--- src/rtl/ad_pkg.sv ---
// ad_pkg: state encoding and default sizes shared by the ADC capture sequencer
// and its transfer datapath.
package ad_pkg;

   localparam int AD_DATA_WIDTH   = 8;
   localparam int DATA_W_DEF      = 2 * AD_DATA_WIDTH;
   localparam int CNT_W_DEF       = 16;
   localparam int SETTLE_CYC_DEF  = 100;
   localparam int TIMEOUT_CYC_DEF = 1000000;
   localparam int TO_W_DEF        = 20;

   typedef enum logic [2:0] {
      IDLE,
      PWRUP,
      ARM,
      CAPTURE,
      DONE,
      ERR
   } state_e;

endpackage

--- src/rtl/ad_cap_xfer.sv ---
// ad_cap_xfer: read-issue / write-follow pipeline between the wrapper FIFO and
// the downstream buffer, with issued/written word counters and the stall timeout.
module ad_cap_xfer
   import ad_pkg::*;
#(
   parameter int DATA_W      = DATA_W_DEF,
   parameter int CNT_W       = CNT_W_DEF,
   parameter int TIMEOUT_CYC = TIMEOUT_CYC_DEF,
   parameter int TO_W        = TO_W_DEF
) (
   input  logic              i_clk,
   input  logic              i_rst_n,
   input  logic              i_clr,
   input  logic              i_run,
   input  logic [CNT_W-1:0]  i_tgt,
   input  logic              i_rd_empty,
   input  logic              i_wr_full,
   input  logic [DATA_W-1:0] i_rd_data,
   output logic              o_rd_en,
   output logic              o_wreq,
   output logic [DATA_W-1:0] o_wdata,
   output logic [CNT_W-1:0]  o_words,
   output logic              o_last,
   output logic              o_timeout
);

   logic [CNT_W-1:0] issued_q, issued_d;
   logic [CNT_W-1:0] words_q, words_d;
   logic [TO_W-1:0]  to_q, to_d;
   logic             wr_q;

   always_comb begin
      o_rd_en   = i_run && !i_rd_empty && !i_wr_full && (issued_q < i_tgt);
      issued_d  = i_clr ? '0 : issued_q + CNT_W'(o_rd_en);
      words_d   = i_clr ? '0 : words_q + CNT_W'(wr_q && (words_q < i_tgt));
      // Counter holds cycles since the last read; cleared whenever not capturing.
      to_d      = !i_run ? '0 : o_rd_en ? TO_W'(1) : to_q + TO_W'(1);
      o_timeout = i_run && !o_rd_en && (to_q == TO_W'(TIMEOUT_CYC - 1));
      o_last    = wr_q && (words_q == i_tgt - CNT_W'(1));
      o_wreq    = wr_q;
      o_wdata   = wr_q ? i_rd_data : '0;
      o_words   = words_q;
   end

   always_ff @(posedge i_clk or negedge i_rst_n) begin
      if (!i_rst_n) begin
         issued_q <= '0;
         words_q  <= '0;
         to_q     <= '0;
         wr_q     <= 1'b0;
      end else begin
         issued_q <= issued_d;
         words_q  <= words_d;
         to_q     <= to_d;
         wr_q     <= o_rd_en;
      end
   end

endmodule

--- src/rtl/ad_capture_ctrl.sv ---
// ad_capture_ctrl: ADC capture sequencer -- power-up, settle, start pulse, then a
// timeout-guarded drain of a programmable word count, optionally auto-rearming.
module ad_capture_ctrl
   import ad_pkg::*;
#(
   parameter int DATA_W      = DATA_W_DEF,
   parameter int CNT_W       = CNT_W_DEF,
   parameter int SETTLE_CYC  = SETTLE_CYC_DEF,
   parameter int TIMEOUT_CYC = TIMEOUT_CYC_DEF,
   parameter int TO_W        = TO_W_DEF
) (
   input  logic              i_clk,
   input  logic              i_rst_n,
   input  logic              i_start,
   input  logic              i_abort,
   input  logic              i_auto,
   input  logic [CNT_W-1:0]  i_recv_count,
   output logic              o_ad_open,
   output logic              o_st,
   input  logic              i_rd_empty,
   output logic              o_rd_en,
   input  logic [DATA_W-1:0] i_rd_data,
   input  logic              i_wr_full,
   output logic              o_wreq,
   output logic [DATA_W-1:0] o_wdata,
   output logic              o_busy,
   output logic              o_done,
   output logic              o_err,
   output logic [CNT_W-1:0]  o_words
);

   state_e           state_q, state_d;
   logic [CNT_W-1:0] tgt_q, tgt_d;
   logic [TO_W-1:0]  settle_q, settle_d;
   logic             open_q, open_d;
   logic             err_q, err_d;
   logic             go, clr, run, last, timeout;

   always_comb begin
      go       = i_start && !i_abort && ((state_q == IDLE) || (state_q == ERR));
      run      = (state_q == CAPTURE) && !i_abort;
      state_d  = state_q;
      tgt_d    = tgt_q;
      settle_d = settle_q;
      open_d   = open_q;
      err_d    = err_q;
      clr      = 1'b0;
      case (state_q)
         IDLE, ERR: begin
            if (go) begin
               state_d  = PWRUP;
               tgt_d    = i_recv_count;
               settle_d = TO_W'(SETTLE_CYC);
               open_d   = 1'b1;
               err_d    = 1'b0;
               clr      = 1'b1;
            end
         end
         PWRUP: begin
            state_d  = (settle_q == TO_W'(1)) ? ARM : PWRUP;
            settle_d = settle_q - TO_W'(1);
         end
         ARM: state_d = (tgt_q == '0) ? DONE : CAPTURE;
         CAPTURE: begin
            if (last) begin
               state_d = DONE;
            end else if (timeout) begin
               state_d = ERR;
               err_d   = 1'b1;
               open_d  = 1'b0;
            end
         end
         DONE: begin
            // Auto re-arm keeps the ADC powered, so no second settle period.
            if (i_auto) begin
               state_d = ARM;
               tgt_d   = i_recv_count;
               clr     = 1'b1;
            end else begin
               state_d = IDLE;
               open_d  = 1'b0;
            end
         end
         default: state_d = IDLE;
      endcase
      if (i_abort) begin
         state_d = IDLE;
         open_d  = 1'b0;
         clr     = 1'b0;
      end
      o_ad_open = open_q;
      o_err     = err_q;
      o_st      = (state_q == ARM) && !i_abort;
      o_done    = (state_q == DONE) && !i_abort;
      o_busy    = !((state_q == IDLE) || (state_q == DONE) || (state_q == ERR));
   end

   always_ff @(posedge i_clk or negedge i_rst_n) begin
      if (!i_rst_n) begin
         state_q  <= IDLE;
         tgt_q    <= '0;
         settle_q <= '0;
         open_q   <= 1'b0;
         err_q    <= 1'b0;
      end else begin
         state_q  <= state_d;
         tgt_q    <= tgt_d;
         settle_q <= settle_d;
         open_q   <= open_d;
         err_q    <= err_d;
      end
   end

   ad_cap_xfer #(
      .DATA_W      (DATA_W),
      .CNT_W       (CNT_W),
      .TIMEOUT_CYC (TIMEOUT_CYC),
      .TO_W        (TO_W)
   ) u_xfer (
      .i_clk      (i_clk),
      .i_rst_n    (i_rst_n),
      .i_clr      (clr),
      .i_run      (run),
      .i_tgt      (tgt_q),
      .i_rd_empty (i_rd_empty),
      .i_wr_full  (i_wr_full),
      .i_rd_data  (i_rd_data),
      .o_rd_en    (o_rd_en),
      .o_wreq     (o_wreq),
      .o_wdata    (o_wdata),
      .o_words    (o_words),
      .o_last     (last),
      .o_timeout  (timeout)
   );

endmodule
--- config.mk ---
export PLATFORM = sky130hd
export DESIGN_NAME = ad_capture_ctrl
export DESIGN_NICKNAME = d
export VERILOG_FILES = /design/src/rtl/ad_pkg.sv /design/src/rtl/ad_cap_xfer.sv /design/src/rtl/ad_capture_ctrl.sv
export SDC_FILE = /design/constraint.sdc
export NUM_CORES = 1
export LEC_CHECK = 0
export CAP_MARGIN = 25
export CORE_MARGIN = 2
export CORE_UTILIZATION = 40
export DETAILED_ROUTE_END_ITERATION = 8
export GPL_ROUTABILITY_DRIVEN = 0
export PLACE_DENSITY = 0.69
export SYNTH_ARGS = -nofsm -noshare
export SYNTH_HDL_FRONTEND = slang
export SYNTH_HIERARCHICAL = 1
export SYNTH_SLANG_ARGS = --single-unit
--- constraint.sdc ---
create_clock -name i_clk -period 7 [get_ports i_clk]
set_input_delay 0.7 -clock i_clk [delete_from_list [all_inputs] [get_ports i_clk]]
set_output_delay 0.7 -clock i_clk [all_outputs]
set_load 0.005 [all_outputs]
### Yosys cells after proc, flatten, opt, wreduce, memory -nomap -nowiden

Cells that the tools add are included.

| cells by class | value |
|---|---|
| reduce and logical (&&, ||, !) cells | 32 |
| add/subtract/negate cells | 5 |
| order comparisons | 2 |
| equality and inequality tests | 17 |
| multiplexer cells | 32 |

Operator list:

| operator | count |
|---|---|
| 16-bit 2-to-1 mux | 5 |
| 20-bit 2-to-1 mux | 3 |
| 20-bit case mux with 2 select lines | 1 |
| 16-bit by 1-bit adder with 16-bit output | 2 |
| 16-bit less-than comparator | 2 |
| 16-bit case mux with 2 select lines | 1 |
| 20-bit by 1-bit adder with 20-bit output, second input constant | 1 |
| 20-bit by 1-bit equality test with 1-bit output, second input constant | 1 |
| 20-bit equality test, second input constant | 1 |
| 20-bit by 1-bit subtractor with 20-bit output, second input constant | 1 |
| 16-bit equality test | 1 |
| 16-bit logical NOT | 1 |
| 16-bit by 1-bit subtractor with 16-bit output, second input constant | 1 |
| 3-bit 2-to-1 mux | 5 |
| 3-bit case mux with 5 select lines | 1 |
| 1-bit logical AND | 12 |
| 3-bit inequality test, second input constant | 4 |
| 1-bit 2-to-1 mux | 11 |
| 2-bit inequality test, second input constant | 4 |
| 3-bit by 2-bit equality test with 1-bit output, second input constant | 2 |
| 3-bit equality test, second input constant | 2 |
| 2-bit nonzero test | 3 |
| 1-bit logical NOT | 5 |
| 5-bit AND reduction | 1 |
| 12 further kinds | 17 |

| storage, ports and cells | value |
|---|---|
| output and inout port bits | 39 |
| bits of input ports | 39 |
| register bits | 94 |

### Logic depth before layout (Yosys ltp)

| depth | value |
|---|---|
| word-level depth | 12 |
| gate-level depth with buffers | 14 |
| gate-level depth less buffers | 14 |

### Hierarchy

The synthesis kept the hierarchy.

By module, submodules not included:

| module | times used | sequential area each (um^2) | cells each | area each (um^2) |
|---|---|---|---|---|
| ad_cap_xfer | 1 | 1,326.3 | 432 | 3,834.9 |
| ad_capture_ctrl | 1 | 1,026.0 | 190 | 2,037.0 |

### Worst setup path after synthesis

No wires, ideal clock.

| timing path | value |
|---|---|
| path type | input to register |
| start point | in i_abort |
| end point | reg state_q[1] |
| arrival | 3.174 ns |
| data required time | 6.889 ns |
| setup slack | 3.715 ns |
| stages | 11 |
| path buffers | 2 |
| cells stage by stage | clkbuf_1 > nor3_1 > or4b_2 > a21oi_1 > nand2_1 > o211ai_1 > clkbuf_1 > nor2_1 > nor4_1 > a211oi_1 > a2111oi_2 |

| on the way | value |
|---|---|
| word-level cells in the longest chain between the ends | 10 |
| elaborated cells on any way between the ends | 14 |

Ends and longest elaborated chain:

| item | line | text |
|---|---|---|
| from (decl) | ad_capture_ctrl.sv:15 | `input logic i_abort,` |
| 1-bit logical NOT (*) | ad_capture_ctrl.sv:41 | `run = (state_q == CAPTURE) && !i_abort;` |
| 1-bit logical AND (*) | ad_capture_ctrl.sv:41 |  |
| net run | ad_capture_ctrl.sv:37 | `logic go, clr, run, last, timeout;` |
| 1-bit logical AND (3 in series) | ad_cap_xfer.sv:33 | `o_rd_en = i_run && !i_rd_empty && !i_wr_full && (issued_q < i_tgt);` |
| 1-bit logical NOT | ad_cap_xfer.sv:38 | `o_timeout = i_run && !o_rd_en && (to_q == TO_W'(TIMEOUT_CYC - 1));` |
| 1-bit logical AND (*) (2 in series) | ad_cap_xfer.sv:38 |  |
| net timeout | ad_capture_ctrl.sv:37 |  |
| 4-bit inequality test (no source line) (*) | - |  |
| 2-bit AND reduction (no source line) (*) | - |  |
| to (signal assigned) | ad_capture_ctrl.sv:106 | `state_q <= state_d;` |
| to (decl) | ad_capture_ctrl.sv:32 | `state_e state_q, state_d;` |

Mark *: on every way through the listed nets, which the timed path passes. The rest lies on a longest branch.
A chain may end at the register's enable or synchronous reset.

### Final worst setup path

| timing path | value |
|---|---|
| start point | in i_abort |
| end point | out o_rd_en |

| on the way | value |
|---|---|
| word-level cells in the longest chain between the ends | 5 |

Ends and longest elaborated chain:

| item | line | text |
|---|---|---|
| 1-bit logical NOT | ad_capture_ctrl.sv:41 |  |
| 1-bit logical AND | ad_capture_ctrl.sv:41 |  |
| net run | ad_capture_ctrl.sv:37 |  |
| 1-bit logical AND (3 in series) | ad_cap_xfer.sv:33 |  |
| to (decl) | ad_capture_ctrl.sv:21 | `output logic o_rd_en,` |

The timed path passes the listed nets, and every way through them passes these cells.

==> impl_metrics.py <==
metrics = {
    "critical_path": {
        "startpoint_type": "input pin",
        "critPathKind": "input pin to primary output",
        "required_ps": 6300,
        "critPathMaxFanout": 12,
        "critPathCaptureType": "primary output",
        "cp_data_arrival_time_ps": 3490,
    },
    "yosys": {
        "synthesis.nets": 700,
        "syn_inst": 622,
        "synth_top_area_share_pct": 40.06,
        "seq_area_frac_synth_pct": 40.06,
        "yosys-top-cells-area": "dfrtp_1 (40%), ha_1 (8.3%), xor2_1 (6.3%), nor2_1 (4.7%), xnor2_1 (3.7%)",
        "yosysUniqueCellTypes": 53,
        "syn_area_sq_mm": 0.005872,
        "ys.flop_type": "dfrtp_1",
        "synth_seq_cells": 94,
        "yosysTopAreaCell": "dfrtp_1",
        "yosys_warnings": 6,
        "synth_edf_count": 0,
        "post_synth.cell_area_avg_sq_um": 9.440,
        "async_reset_ff_share_pct": 100.0,
    },
    "clocking": {
        "clk_transition_reported_paths_ps": 70,
        "ctsHoldBuffers": 0,
        "cts_buffers": 9,
        "cts_max_level": 3,
        "clock_path_buffers": 2,
        "cts.sinks": 94,
        "cts_tree": "done",
        "clock_latency_ps": 350,
        "cts_setup_buffers": 0,
        "root_buffer": "clkbuf_16",
        "cts_resized": 0,
    },
    "power_and_ir_drop": {
        "worst_ir_drop_vdd_mv": 0.1946,
        "p_leak_uw": 0.003017,
        "power_density_mw_per_mm2": 195.3,
    },
    "sta": {
        "rsz0062_at_grt": "no",
        "tightest_slew_ps": 786.5,
        "fin_tns_setup_ps": 0,
        "hold_viol_final": 0,
        "final_max_slew_viol_count": 0,
        "finalCritPeriodShare_pct": 59.81,
        "setup_viol": 0,
        "max_freq_mhz": 238.9,
        "relSlewSlack_pct": 47.42,
        "fin_worst_skew_ps": 7.222,
        "setup_slack_ps": 2813,
        "period_needed_ps": 4187,
    },
    "routing": {
        "drc": 0,
        "wl_per_cell_um": 15.65,
        "vias_per_cell": 5.585,
        "drt-total-wl_um": 13790,
        "vias": 4920,
        "drtPass1Iterations": 5,
        "ant_nets": 0,
        "drt_iter0_drc": 314,
    },
    "final_layout": {
        "multiInputGateArea_sq_mm": 0.003346,
        "layout-drive-gt1-share_pct": 6.456,
        "final_cell_mix": "dfrtp_1 (94), clkdlybuf4s50_1 (76), nor2_1 (74)",
        "final_common_cell": "dfrtp_1",
        "area_growth_pct": 21.44,
        "finalNetCount": 770,
        "stdcell_count": 881,
        "regArea_sq_mm": 0.002352,
        "num_antenna_cells": 0,
        "n_fill_cell": 1319,
    },
    "global_route": {
        "antenna_found_initial": 0,
        "first_global_vias": 4648,
        "grt_pass1_wl_um": 23060,
        "gr-total-overflow": 0,
        "track_usage_pct": 17.94,
        "grt_max_degree": 63,
    },
    "die": {
        "ios": 78,
        "die_height_um": 125.2,
        "core_area_sq_mm": 0.01442,
        "die_w_um": 125.2,
        "rows": 44,
        "start_util_pct": 40.71,
        "die_area_sq_mm": 0.01567,
    },
    "placement": {
        "place_hpwl_um": 10010,
        "dp_slack_ps": 2808,
        "dp_cells": 865,
        "numPortBuffers": 77,
    },
    "min_path": {
        "hold_class": "input pin to asynchronous set/reset pin",
    },
    "status": {
        "outcome": "finished clean",
    },
    "job": {
        "maxCapViolations": 0,
    },
}
[where the power goes]
| part | total, uW | switching [uW] | internal [uW] |
|---|---|---|---|
| Clock | 511 | 213 | 298 |
| Sequential | 641 | 62.8 | 578 |
| Combinational | 241 | 129 | 112 |
| Total | 1390 | 406 | 987 |
[stage by stage]
step                hold WS (ps)  instance area, sq um  total power (uW)  utilization, %
floorplan                  404.4                  5872             798.4               -
global placement           457.1                  6820             874.8           47.28
detailed placement         469.5                  6820             888.2           47.28
CTS                        306.0                  7131              1400           49.44
global route               322.9                  7131              1464           49.44
finish                     286.3                  7131              1393           49.44
[layout make-up]
cell class,instances,share of cell area (%)
inverter,25,1.316
sequential,94,32.99
multi-input combinational,481,46.92
clock inverter,4,0.7545
timing repair buffer,81,11.19
tap,184,3.229
clock buffer,12,3.597
[cells in the mapped netlist, types with 17 or more instances]
cell type  instances
xor2_1            42
clkbuf_1          19
nand4_1           24
nand3_1           30
dfrtp_1           94
ha_1              39
nand2_1           38
nor3_1            17
inv_1             25
and2_1            17
nor2_1            74
xnor2_1           25
mux2_2            17
[state kept, by name, summed over array words and instances (netlist names)]
register / cells
settle_q: 20
tgt_q: 16
u_xfer/to_q: 20
o_ad_open: 1
u_xfer/o_wreq: 1
o_err: 1
state_q: 3
u_xfer/issued_q: 16
u_xfer/o_words: 16
[metal layers]
| metal | vias up | track usage [%] | wire [um] | part of all wire, % |
|---|---|---|---|---|
| met3 | 17 | 3.124 | 697 | 5.1 |
| met5 | - | 0 | 0 | 0 |
| li1 | 2379 | - | - | - |
| met2 | 129 | 28.32 | 6239 | 45 |
| met1 | 2395 | 24.88 | 6589 | 48 |
| met4 | 0 | 6.536 | 266 | 1.9 |
[logic make-up (layout without fill, tap and decap cells)]
logic type      Yosys count  in the layout  share of synthesized area (%)
flops                    94             94                          40.06
xor+xnor                 67             67                          9.994
compound gates           91             91                          10.78
fa+ha+maj                39             39                          8.310
simple gates            261            261                          23.52
mux                      23             23                          4.283
buf+inv                  47            122                          3.047
[critical path, stage by stage]
cell and delay [ps]:
clkdlybuf4s50_1 640, nor3_1 440, or4b_2 620, a21oi_1 230, o21a_1 290, clkdlybuf4s50_1 560
[worst paths after layout]
path / slack [ps] / end / start / depth (start not counted)
min: 290 / u_xfer/o_words[8]$_DFF_PN0_ / i_rst_n / 1
max reg2reg: 3470 / state_q[1]$_DFFE_PN0P_ / tgt_q[5]$_DFFE_PN0P_ / 10
max in group asynchronous: 5580 / state_q[0]$_DFFE_PN0P_ / i_rst_n / 2
max: 2810 / o_rd_en / i_abort / 6
min in group i_clk: 470 / settle_q[13]$_DFFE_PN0P_ / settle_q[13]$_DFFE_PN0P_ / 1
min reg2reg: 470 / settle_q[13]$_DFFE_PN0P_ / settle_q[13]$_DFFE_PN0P_ / 1
Power figures use the tool's default switching activity.
